### src/rtl/wigend_out.sv
// Wiegand-26 transmitter: shifts a host-supplied word out MSB first as low pulses
// on D0/D1, then holds both lines high for a guard gap before reporting done.
module wigend_out #(
  parameter int NBITS      = 26,
  parameter int PULSE_CYC  = 100,
  parameter int PERIOD_CYC = 2000,
  parameter int GAP_CYC    = 6000
) (
  input  logic             wil_clk,
  input  logic             rst,
  input  logic [NBITS-1:0] data,
  input  logic             start,
  output logic [1:0]       wigend,
  output logic             busy,
  output logic             done
);

  typedef enum logic [1:0] {
    IDLE  = 2'd0,
    PULSE = 2'd1,
    SPACE = 2'd2,
    GAP   = 2'd3
  } state_t;

  localparam logic [12:0] PULSE_LAST  = 13'(PULSE_CYC - 1);
  localparam logic [12:0] PERIOD_LAST = 13'(PERIOD_CYC - 1);
  localparam logic [12:0] GAP_LAST    = 13'(GAP_CYC - 1);
  localparam logic [4:0]  LAST_BIT    = 5'(NBITS - 1);

  state_t             state_q, state_d;
  logic [NBITS-1:0]   shreg_q, shreg_d;
  logic [4:0]         bitcnt_q, bitcnt_d;
  logic [12:0]        cyc_q, cyc_d;
  logic [1:0]         wigend_q, wigend_d;
  logic               busy_q, busy_d;
  logic               done_q, done_d;

  // Line pattern for one bit: '1' pulls D1 low, '0' pulls D0 low; never both.
  function automatic logic [1:0] line_low(input logic b);
    return b ? 2'b01 : 2'b10;
  endfunction

  // Next-state and output decode; cyc spans the whole bit period (pulse + space).
  always_comb begin
    state_d  = state_q;
    shreg_d  = shreg_q;
    bitcnt_d = bitcnt_q;
    cyc_d    = cyc_q + 13'd1;
    wigend_d = wigend_q;
    busy_d   = busy_q;
    done_d   = 1'b0;
    case (state_q)
      IDLE: begin
        cyc_d = 13'd0;
        if (start) begin
          shreg_d  = data;
          bitcnt_d = 5'd0;
          busy_d   = 1'b1;
          wigend_d = line_low(data[NBITS-1]);
          state_d  = PULSE;
        end else begin
          wigend_d = 2'b11;
          busy_d   = 1'b0;
        end
      end
      PULSE: begin
        if (cyc_q == PULSE_LAST) begin
          wigend_d = 2'b11;
          state_d  = SPACE;
        end else begin
          state_d = PULSE;
        end
      end
      SPACE: begin
        if (cyc_q == PERIOD_LAST) begin
          cyc_d = 13'd0;
          if (bitcnt_q < LAST_BIT) begin
            shreg_d  = shreg_q << 1;
            bitcnt_d = bitcnt_q + 5'd1;
            wigend_d = line_low(shreg_q[NBITS-2]);
            state_d  = PULSE;
          end else begin
            state_d = GAP;
          end
        end else begin
          state_d = SPACE;
        end
      end
      GAP: begin
        if (cyc_q == GAP_LAST) begin
          cyc_d   = 13'd0;
          busy_d  = 1'b0;
          done_d  = 1'b1;
          state_d = IDLE;
        end else begin
          state_d = GAP;
        end
      end
      default: begin
        state_d  = IDLE;
        cyc_d    = 13'd0;
        wigend_d = 2'b11;
        busy_d   = 1'b0;
      end
    endcase
  end

  // All state and outputs registered; reset forces the lines high at once.
  always_ff @(posedge wil_clk or negedge rst) begin
    if (!rst) begin
      state_q  <= IDLE;
      shreg_q  <= '0;
      bitcnt_q <= 5'd0;
      cyc_q    <= 13'd0;
      wigend_q <= 2'b11;
      busy_q   <= 1'b0;
      done_q   <= 1'b0;
    end else begin
      state_q  <= state_d;
      shreg_q  <= shreg_d;
      bitcnt_q <= bitcnt_d;
      cyc_q    <= cyc_d;
      wigend_q <= wigend_d;
      busy_q   <= busy_d;
      done_q   <= done_d;
    end
  end

  assign wigend = wigend_q;
  assign busy   = busy_q;
  assign done   = done_q;

endmodule

### config.mk
export PLATFORM = sky130hd
export DESIGN_NAME = wigend_out
export DESIGN_NICKNAME = d
export VERILOG_FILES = /design/src/rtl/wigend_out.sv
export SDC_FILE = /design/constraint.sdc
export NUM_CORES = 1
export LEC_CHECK = 0
export BUFFER_PORTS_ARGS = -buffer_cell sky130_fd_sc_hd__clkbuf_2
export CAP_MARGIN = 20
export CELL_PAD_IN_SITES_DETAIL_PLACEMENT = 0
export CELL_PAD_IN_SITES_GLOBAL_PLACEMENT = 1
export CORE_MARGIN = 5
export CORE_UTILIZATION = 40
export CTS_BUF_LIST = sky130_fd_sc_hd__clkbuf_16
export DETAILED_ROUTE_END_ITERATION = 16
export PLACE_DENSITY_LB_ADDON = 0.1
export SYNTH_ARGS = -nofsm -noshare
export SYNTH_HDL_FRONTEND = slang
export SYNTH_SLANG_ARGS = --single-unit
### constraint.sdc
create_clock -name wil_clk -period 2.3 [get_ports wil_clk]
set_input_delay 0.23 -clock wil_clk [delete_from_list [all_inputs] [get_ports wil_clk]]
set_output_delay 0.23 -clock wil_clk [all_outputs]
set_load 0.02 [all_outputs]
==> metrics.md, run 1 <==
| Metric | Value |
|---|---|
| Remaining Overflow, GRT | 0 |
| DP Area | 2860 um2 |
| Reg-to-Reg Start | cyc_q[0] |
| Yosys reg bits | 49 |
| Synth async-reset ratio | 100% |
| Horiz. Die Dim | 89.8 um |
| EDFF count, synth | 0 |
| First-pass GRT wire length | 10200 um |
| CP Max Fanout | 5 |
| Largest family of logic cells by synthesized area | simple AND/OR/NAND/NOR gates |
| Tot GR Track Use | 14.8% |
| CP Capture Type | flop |
| DIE AREA | 8070 um2 |
| Post-Syn Area per Cell | 9.96 um2 |
| Final min period | 2160 ps |
| Remaining antenna violation count after routing | 0 |
| Initial antenna violation count | 0 |
| CP startpoint kind | flop |
| H-Tree Depth | 2 |
| Min-delay worst type | input pin to flop |
| Clock sink total | 49 |
| VDD IR max | 293 uV |
| Initial Util | 40.6% |
| Drt wl/cell | 15.4 um |
| Compound-Gate Fraction of Synth Area | 14.6% |
| CP Class | flop to flop |
| Clock tree buffer depth | 2 |
| Synth warn | 0 |
| CTS buffer count | 5 |
| R2R setup slack | 140 ps |
| IO buf count | 32 |
| Top_reg_cell synth | dfrtp_1 |
| Post-synthesis mux area share | 12.0% |
| Vias | 2006 |
| Pwr Density | 576 nW/um2 |
| TritonRoute pass-1 iters | 4 |
| Cell area after layout | 3040 um2 |
| Post-Syn Nets | 291 |
| Die height | 89.8 um |
| Post-Syn Area | 2550 um2 |
| DRT iter0 DRCs | 89 |
| Register area share after synthesis | 48.2% |
| Largest net degree at the start of global routing | 29 |
| Status | completed |
| IO Pins | 33 |
| Yosys cell types | 40 |
| Synthesis-to-finish area growth | 19.3% |
| RSZ-0062 raised after global routing | false |
| Max_slew headroom | 63.9% |
| Layout cell share with drive strength beyond 1 | 20.6% |
| Clock skew | 8.41 ps |
| Placeable core area | 6280 um2 |
| Commonest cells after routing, fill and taps aside | 54 x o21ai_0, 47 x dfrtp_1, 32 x clkbuf_2 |
| Detailed placer's ending HPWL | 3980 um |
| Via density | 5.38 |
| Worst-Skew Late Latency | 290 ps |
| Fin crit share | 94.0% |
| Layout net count | 330 |
| CP arrival | 2370 ps |
| Post-Route WL | 5740 um |
| Final setup TNS | 0 ps |
| Worst path required time | 2510 ps |
| Number of remaining DRC errors | 0 |
| Leakage | 1.30 nW |
| Post-synthesis simple-gate area fraction | 14.8% |
| CTS tree | done |
| HP Start | data[0] |
| Row cnt | 29 |
| Worst slew pin tran | 542 ps |
| Clock transition at path regs | 70 ps |
| Commonest non-fill, non-tap cell in the layout | o21ai_0 |
| Worst setup path start | cyc_q[0] |
| Vias in the first global route | 2085 |
| Post-Synthesis Cells | 256 |
| Final setup fails | 0 |
| Root Driver | clkbuf_16 |
| Max_cap viols | 0 |
| Gp weighted congestion | 0.766 |
| Ant. Diodes | 0 |
| Hold Vio Cnt, Final | 0 |
| Synthesized-area fraction occupied by xor and xnor cells | 3.78% |
| Adder-cell share of the synthesized area | 2.94% |
| Max-slew violation count | 0 |
| Max frequency | 463 MHz |
-- registers in the layout, indices dropped and copies added (netlist names) --
signal / cells
busy: 1
bitcnt_q: 5
done: 1
state_q: 2
wigend: 2
cyc_q: 13
shreg_q: 25
-- critical path: stages, from the launching register on --
cell	delay, ps
dfrtp_1	370
ha_1	240
nor4b_1	380
a41oi_1	230
or4_4	550
mux2_4	310
-- cell usage after synthesis (5+ instances only) --
| master | count | share of area (%) |
|---|---|---|
| clkbuf_1 | 10 | 1.5 |
| dfrtp_1 | 47 | 46 |
| ha_1 | 6 | 2.9 |
| inv_1 | 9 | 1.3 |
| mux2i_1 | 28 | 11 |
| nand2_1 | 9 | 1.3 |
| nand3_1 | 7 | 1.4 |
| nand4_1 | 6 | 1.5 |
| nor2_1 | 17 | 2.5 |
| nor3_1 | 7 | 1.4 |
| nor4_1 | 5 | 1.2 |
| o21ai_0 | 54 | 11 |
| xnor2_1 | 9 | 3.1 |
-- cell families after synthesis --
family | after synthesis
compound gates | 67
xor+xnor | 11
fa+ha+maj | 6
buf+inv | 23
flops | 49
mux | 30
simple gates | 70
-- per-layer routing --
| layer | up-vias | share of wire (%) | wire (um) | track usage [%] |
|---|---|---|---|---|
| li1 | 995 | - | - | - |
| met1 | 974 | 50 | 2880 | 21.2 |
| met2 | 31 | 45 | 2610 | 23.0 |
| met3 | 6 | 3.3 | 190 | 3.09 |
| met5 | - | 0 | 0 | 0 |
| met4 | 0 | 1.0 | 58 | 3.40 |
-- final timing paths --
kind | depth (start not counted) | end
worst max-delay path | 5 | wigend[0]
worst min-delay path | 3 | shreg_q[0]
worst max register to register | 5 | wigend[0]
worst min register to register | 1 | cyc_q[0]
max in group asynchronous | 3 | wigend[0]
min in group asynchronous | 2 | shreg_q[14]
-- power breakdown --
group,internal (mW),switching [mW],total (mW)
logic,0.0293,0.0329,0.0621
registers,0.863,0.000443,0.864
clock network,0.509,0.317,0.827
total,1.40,0.351,1.75
-- cell type report --
class | instances | area, um2
inverter | 9 | 33.8
sequential | 49 | 1230
timing repair buffer | 46 | 280
clock buffer | 5 | 125
fill | 608 | 3240
tap | 77 | 96.3
multi-input combinational | 184 | 1240
clock inverter | 3 | 41.3
-- metrics by stage --
step                      hold slack (ps)  worst slack, ps  instances  total power [mW]  utilization [%]
final                                 166              138        373              1.75             48.5
after global routing                  181             16.2        373              1.83             48.5
after CTS                             163              152        373              1.78             48.3
after detailed placement              248              171        364             0.943             45.5
after global placement                234              189        364             0.943             45.5
after floorplan                     -65.6             20.7        256             0.894                -
-- repair_timing --
action	CTS	global route
endpoints found under the hold margin	19	0
hold buffers	1	0
gates resized for setup	0	1
setup buffers	0	0
endpoints found under the setup margin	0	8
Note: power is estimated with default switching activity, not from simulation.
==> run 2: changes to the inputs <==
--- a/config.mk
+++ b/config.mk
@@ -10,10 +10,10 @@
 export CELL_PAD_IN_SITES_DETAIL_PLACEMENT = 0
 export CELL_PAD_IN_SITES_GLOBAL_PLACEMENT = 1
 export CORE_MARGIN = 5
-export CORE_UTILIZATION = 40
+export CORE_UTILIZATION = 48
 export CTS_BUF_LIST = sky130_fd_sc_hd__clkbuf_16
 export DETAILED_ROUTE_END_ITERATION = 16
-export PLACE_DENSITY_LB_ADDON = 0.1
+export PLACE_DENSITY = 0.89
 export SYNTH_ARGS = -nofsm -noshare
 export SYNTH_HDL_FRONTEND = slang
 export SYNTH_SLANG_ARGS = --single-unit
==> constraint.sdc (replaced) <==
create_clock -name wil_clk -period 2.7 [get_ports wil_clk]
set_input_delay 0.27 -clock wil_clk [delete_from_list [all_inputs] [get_ports wil_clk]]
set_output_delay 0.27 -clock wil_clk [all_outputs]
set_load 0.02 [all_outputs]
==> run 2 against run 1 <==
  * Via count shrank 0.80%
  * Critical path depth down 1
  * Non-clock buffer count is 5 lower
  * Largest power group unchanged
  * Total power is 22% lower
  * Core utilization grew 8.9 points
  * Sequential share of layout area increased by 1.3 points
  * Cell count is 3.2% lower
  * Die area down 15%
  * Count of clock-buffer cells in the layout unchanged
  * Worst hold slack improved by 34 ps
  * Register-to-register slack improved by 330 ps
  * Clock skew fell by 2.3 ps
==> metrics.md, run 2 (synthesis gave the netlist of run 1 again) <==
| Metric | Value |
|---|---|
| Clock tree buffer depth | 2 (unchanged) |
| Max reg flops | 25 (unchanged) |
| Placed insts | 352 (-3.3%) |
| Synthesis-to-finish area growth | 15.7% |
| Status | completed |
| Fin crit share | 82.7% (-11 points) |
| Initial Util | 49.6% (+9.0 points) |
| Clock skew | 6.13 ps (-2.28 ps) |
| Reg power frac | 53.6% (+4.3 points) |
| RSZ-0062 raised after global routing | false |
| Cell area after layout | 2950 um2 (-3.0%) |
| Initial antenna violation count | 0 (unchanged) |
| Remaining antenna violation count after routing | 0 (unchanged) |
| VDD IR max | 236 uV (-20%) |
| Reg-to-Reg Start | cyc_q[4] |
| Layout cell share with drive strength beyond 1 | 18.6% (-2.1 points) |
| Layout Utilization | 57.4% (+8.9 points) |
| Leakage | 1.26 nW (-2.8%) |
| IO buf count | 32 (unchanged) |
| Largest Register | shreg_q |
| Root Driver | clkbuf_16 |
| Pwr Density | 466 nW/um2 (-19%) |
| Worst path required time | 2910 ps (+400 ps) |
| IO Pins | 33 (unchanged) |
| R2R setup slack | 470 ps (+330 ps) |
| Reg2reg path depth | 4 (-1) |
| Final min period | 2230 ps (+71.5 ps) |
| Horiz. Die Dim | 82.9 um (-7.7%) |
| Clock power share | 42.6% (-4.6 points) |
| Clock sink total | 49 (unchanged) |
| DRT iter0 DRCs | 122 (+37%) |
| DP Area | 2800 um2 (-2.1%) |
| Worst-Skew Late Latency | 280 ps (about the same) |
| # fillers | 463 (-24%) |
| CP arrival | 2440 ps (+70 ps) |
| Sw power | 0.276 mW (-21%) |
| Post-CTS Setup Bufs | 0 (unchanged) |
| Comb pwr share | 3.8% (+0.3 points) |
| Tot GR Track Use | 15.9% (+1.0 points) |
| CTS buffer count | 5 (unchanged) |
| Area of the multi-input gates | 1230 um2 (-0.61%) |
| Post-route non-filler standard cell count | 361 (-3.2%) |
| Worst hold slack | 199 ps (+33.7 ps) |
| Ant. Diodes | 0 (unchanged) |
| Min-delay worst type | input pin to flop |
| CP Max Fanout | 7 (+2) |
| Via density | 5.51 (+2.5%) |
| CTS tree | done |
| TritonRoute pass-1 iters | 6 (+2) |
| Die height | 82.9 um (-7.7%) |
| Max frequency | 448 MHz (-3.2%) |
| Number of remaining DRC errors | 0 (unchanged) |
| Largest regs | shreg_q x25, cyc_q x13, bitcnt_q x5 |
| Drt wl/cell | 14.0 um (-9.1%) |
| Worst setup path start | cyc_q[4] |
| Layout net count | 325 (-1.5%) |
| H-Tree Depth | 2 (unchanged) |
| Worst setup endpoint | wigend[0] |
| CP Capture Type | flop |
| Switching part of the total | 20.1% (+0.10 points) |
| Gp weighted congestion | 0.792 (+3.4%) |
| Vias | 1990 (-0.80%) |
| Commonest cells after routing, fill and taps aside | 54 x o21ai_0, 47 x dfrtp_1, 32 x clkbuf_2 |
| Detailed placer's ending HPWL | 3700 um (-7.0%) |
| CP startpoint kind | flop |
| Slowest CP cell | or4_4 |
| Post-Route WL | 5050 um (-12%) |
| Worst slew pin tran | 575 ps (+33.0 ps) |
| Commonest non-fill, non-tap cell in the layout | o21ai_0 |
| CP Class | flop to flop |
| Max_cap viols | 0 (unchanged) |
| Internal Pwr Total | 1.10 mW (-22%) |
| Clock transition at path regs | 60 ps (about the same) |
| Final setup TNS | 0 ps (unchanged) |
| Max_slew headroom | 61.4% (-2.5 points) |
| First-pass GRT wire length | 9260 um (-9.1%) |
| Max-slew violation count | 0 (unchanged) |
| DIE AREA | 6870 um2 (-15%) |
| CP cell instances | or3b_4 -> o41a_1 -> or4_4 -> mux2_4 |
| Register area | 1230 um2 (unchanged) |
| Max incr delay on CP | 570 ps (+20 ps) |
| Row cnt | 26 (-10%) |
| Remaining Overflow, GRT | 0 (unchanged) |
| Largest net degree at the start of global routing | 29 (unchanged) |
| Final setup fails | 0 (unchanged) |
| Hold Vio Cnt, Final | 0 (unchanged) |
| Placeable core area | 5140 um2 (-18%) |
| RR Endpoint | wigend[0] |
| Vias in the first global route | 1993 (-4.4%) |
==> run 2: worst min path at each step <==
stage | from | end | slack [ps] | cells after the start
2_1_floorplan | rst | bitcnt_q[0] | -30 | 0
3_3_place_gp | rst | shreg_q[14] | 170 | 1
3_5_place_dp | rst | shreg_q[14] | 170 | 1
4_1_cts | data[0] | shreg_q[0] | 190 | 3
5_1_grt | data[0] | shreg_q[0] | 240 | 3
6_report | data[0] | shreg_q[0] | 200 | 3
==> run 2: worst max-delay path: cells and delay by family (launching register included) <==
family / cells / cell delay [ps]
compound gates: 1 / 400
flops: 1 / 440
mux: 1 / 310
simple gates: 2 / 1010
==> run 2: area by class of cell <==
cell class,instances,share of cell area (%)
Timing Repair Buffer,41,7.81
Clock buffer,5,4.24
Clock inverter,3,0.509
Sequential cell,49,41.7
Multi-Input combinational cell,184,41.7
Tap cell,70,2.97
Inverter,9,1.15
==> run 2: repair_timing <==
action	in CTS	in global routing
gates resized for setup	0	0
hold endpoints to repair	10	0
hold buffers	1	0
==> run 2: power by group through the flow <==
| stage | sequential, mW | combinational (mW) | clock (mW) |
|---|---|---|---|
| after floorplan | 0.751 | 0.0108 | 0 |
| after global placement | 0.750 | 0.0521 | 0 |
| after detailed placement | 0.749 | 0.0523 | 0 |
| after CTS | 0.736 | 0.0536 | 0.599 |
| after global routing | 0.736 | 0.0608 | 0.625 |
| final | 0.736 | 0.0520 | 0.585 |
==> run 2: routing by layer <==
metal	track usage (%)	part of all wire (%)	up-vias
met5	0	0	-
met4	3.27	1.0	0
met3	4.46	4.7	5
met2	24.5	46	47
met1	22.4	48	949
li1	-	-	989
==> run 2: per-stage QoR <==
step / setup WS [ps] / total power [mW]
floorplan: 421 / 0.761
CTS: 468 / 1.39
finish: 467 / 1.37
detailed placement: 487 / 0.802
global placement: 513 / 0.802
global route: 344 / 1.42
==> run 3: changes to the inputs <==
--- a/config.mk
+++ b/config.mk
@@ -10,10 +10,10 @@
 export CELL_PAD_IN_SITES_DETAIL_PLACEMENT = 0
 export CELL_PAD_IN_SITES_GLOBAL_PLACEMENT = 1
 export CORE_MARGIN = 5
-export CORE_UTILIZATION = 48
+export CORE_UTILIZATION = 44
 export CTS_BUF_LIST = sky130_fd_sc_hd__clkbuf_16
 export DETAILED_ROUTE_END_ITERATION = 16
-export PLACE_DENSITY = 0.89
+export PLACE_DENSITY = 0.83
 export SYNTH_ARGS = -nofsm -noshare
 export SYNTH_HDL_FRONTEND = slang
 export SYNTH_SLANG_ARGS = --single-unit
==> constraint.sdc (replaced) <==
create_clock -name wil_clk -period 2.1 [get_ports wil_clk]
set_input_delay 0.21 -clock wil_clk [delete_from_list [all_inputs] [get_ports wil_clk]]
set_output_delay 0.21 -clock wil_clk [all_outputs]
set_load 0.02 [all_outputs]
==> run 3 against run 2 <==
  * Core utilization shrank 2.2 points
  * Register-to-register slack lost 430 ps
  * Combinational power increased by 24%
  * Fmax grew 8.4%
  * Global-route usage about the same
  * Critical path depth stayed put
  * Cell count up 4.2%
  * Clock power up 28%
  * Design area is 4.4% higher
  * Critical endpoint unchanged
  * Largest power group unchanged
  * Highest routed layer unchanged
==> metrics.md, run 3 (synthesis gave the netlist of run 1 again) <==
| Metric | Value |
|---|---|
| Slowest CP cell | or4_4 |
| Clock tree buffer depth | 2 (unchanged) |
| Wire length on met2 | 2460 um (+5.7%) |
| Row cnt | 27 (+3.8%) |
| Worst Path Buf+Inv | 0 (unchanged) |
| DP Area | 2920 um2 (+4.4%) |
| Reg power frac | 53.7% (about the same) |
| H-Tree Depth | 2 (unchanged) |
| Top Layer Used | met4 |
| Largest net degree at the start of global routing | 50 (+72%) |
| Status | completed |
| TritonRoute pass-1 iters | 4 (-2) |
| Placeable core area | 5570 um2 (+8.4%) |
| Tot GR Track Use | 15.8% (-0.036 points) |
| Max frequency | 485 MHz (+8.4%) |
| Critical path's top delay family | simple AND/OR/NAND/NOR gates |
| Worst path required time | 2310 ps (-600 ps) |
| IO Pins | 33 (unchanged) |
| Clock skew | 3.35 ps (-2.78 ps) |
| VDD IR max | 305 uV (+29%) |
| Final min period | 2060 ps (-173 ps) |
| Final WS setup | 39.8 ps (-427 ps) |
| Die height | 86.1 um (+3.9%) |
| Worst slew pin tran | 629 ps (+54.5 ps) |
| Layout net count | 339 (+4.3%) |
| Worst-Skew Late Latency | 280 ps (about the same) |
| DIE AREA | 7420 um2 (+8.0%) |
| CP arrival | 2270 ps (-170 ps) |
| Worst hold slack | 28.5 ps (-171 ps) |
| CP startpoint kind | flop |
| Max-slew violation count | 0 (unchanged) |
| CP Capture Type | flop |
| CP cell instances | or3b_4 -> o41a_1 -> or4_4 -> mux2_4 |
| CP Max Fanout | 3 (-4) |
| Remaining Overflow, GRT | 0 (unchanged) |
| Post_cts resized | 0 (unchanged) |
| Initial antenna violation count | 0 (unchanged) |
| Vias | 2037 (+2.4%) |
| Remaining antenna violation count after routing | 0 (unchanged) |
| Vias in the first global route | 2030 (+1.9%) |
| Length of routed met3 wiring | 238 um (+1.3%) |
| Max_cap viols | 0 (unchanged) |
| Hold Vio Cnt, Final | 0 (unchanged) |
| Largest Register | shreg_q |
| # fillers | 514 (+11%) |
| IO buf count | 32 (unchanged) |
| Max reg flops | 25 (unchanged) |
| Via density | 5.42 (-1.7%) |
| R2R setup slack | 40 ps (-430 ps) |
| Clock power share | 42.6% (about the same) |
| Met1 WL | 2520 um (+3.6%) |
| Post-CTS Setup Bufs | 0 (unchanged) |
| Root Driver | clkbuf_16 |
| RSZ-0062 raised after global routing | true |
| Initial Util | 45.7% (-3.9 points) |
| Pwr Density | 572 nW/um2 (+23%) |
| Min-delay worst type | input pin to asynchronous set/reset pin |
| Fin crit share | 98.1% (+15 points) |
| Sw power | 0.360 mW (+30%) |
| Internal Pwr Total | 1.40 mW (+28%) |
| Detailed placer's ending HPWL | 3750 um (+1.2%) |
| Comb pwr share | 3.7% (about the same) |
| DRT iter0 DRCs | 93 (-24%) |
| Max_slew headroom | 58.1% (-3.4 points) |
| First-pass GRT wire length | 9420 um (+1.7%) |
| Largest regs | shreg_q x25, cyc_q x13, bitcnt_q x5 |
| Max incr delay on CP | 540 ps (-30 ps) |
| Gp weighted congestion | 0.762 (-3.9%) |
| CP Class | flop to flop |
| Final setup fails | 0 (unchanged) |
| Layout cell share with drive strength beyond 1 | 23.7% (+5.1 points) |
| CTS buffer count | 5 (unchanged) |
| Leakage | 1.33 nW (+5.5%) |
| Clock sink total | 49 (unchanged) |
| Commonest non-fill, non-tap cell in the layout | o21ai_0 |
| Commonest cells after routing, fill and taps aside | 54 x o21ai_0, 47 x dfrtp_1, 32 x clkbuf_2 |
| Post-Route WL | 5330 um (+5.6%) |
| Cell area after layout | 3080 um2 (+4.4%) |
| Clock transition at path regs | 60 ps (about the same) |
| CTS tree | done |
| Horiz. Die Dim | 86.1 um (+3.9%) |
| # hold bufs at CTS | 0 (-1) |
| Drt wl/cell | 14.2 um (+1.4%) |
| Synthesis-to-finish area growth | 20.7% |
| Number of remaining DRC errors | 0 (unchanged) |
| Switching part of the total | 20.4% (+0.33 points) |
| Ant. Diodes | 0 (unchanged) |
| Pre-CTS setup slack | 50.6 ps (-436 ps) |
-- run 3: final cells by class --
class | count | area (um2) | share of cell area [%]
well taps | 72 | 90.1 | 2.93
inverters | 9 | 33.8 | 1.10
clock inverters | 2 | 7.51 | 0.244
multi-input cells | 184 | 1260 | 40.9
flip-flops and latches | 49 | 1230 | 39.9
clock buffers | 5 | 125 | 4.07
repair buffers | 55 | 333 | 10.8
-- run 3: path summary, 6_finish.rpt --
check | depth (start not counted) | startpoint | end
setup / recovery | 4 | cyc_q[12] | wigend[0]
hold / removal | 2 | rst | shreg_q[21]
hold reg to reg | 2 | wigend[1] | wigend[1]
min in group wil_clk | 3 | data[0] | shreg_q[0]
max in group asynchronous | 2 | rst | cyc_q[5]
setup reg to reg | 4 | cyc_q[12] | wigend[0]
-- run 3: metal layers --
layer / track usage (%) / up-vias
met3: 3.65 / 11
met4: 6.33 / 0
met1: 21.2 / 972
li1: - / 1016
met5: 0 / -
met2: 24.7 / 38
-- run 3: power groups by stage --
stage	logic, mW	registers (mW)	clock network, mW
floorplan	0.0138	0.965	0
global placement	0.0660	0.964	0
detailed placement	0.0673	0.964	0
CTS	0.0675	0.946	0.779
global route	0.0761	0.946	0.818
finish	0.0646	0.946	0.751
-- run 3: per-stage QoR --
step	utilization, %	power (mW)	setup TNS, ps	cells
after global routing	55.2	1.84	-26.5	376
final	55.2	1.76	0	376
after detailed placement	52.4	1.03	0	369
after floorplan	-	0.979	-78.9	256
after global placement	52.4	1.03	0	369
after CTS	54.8	1.79	0	376
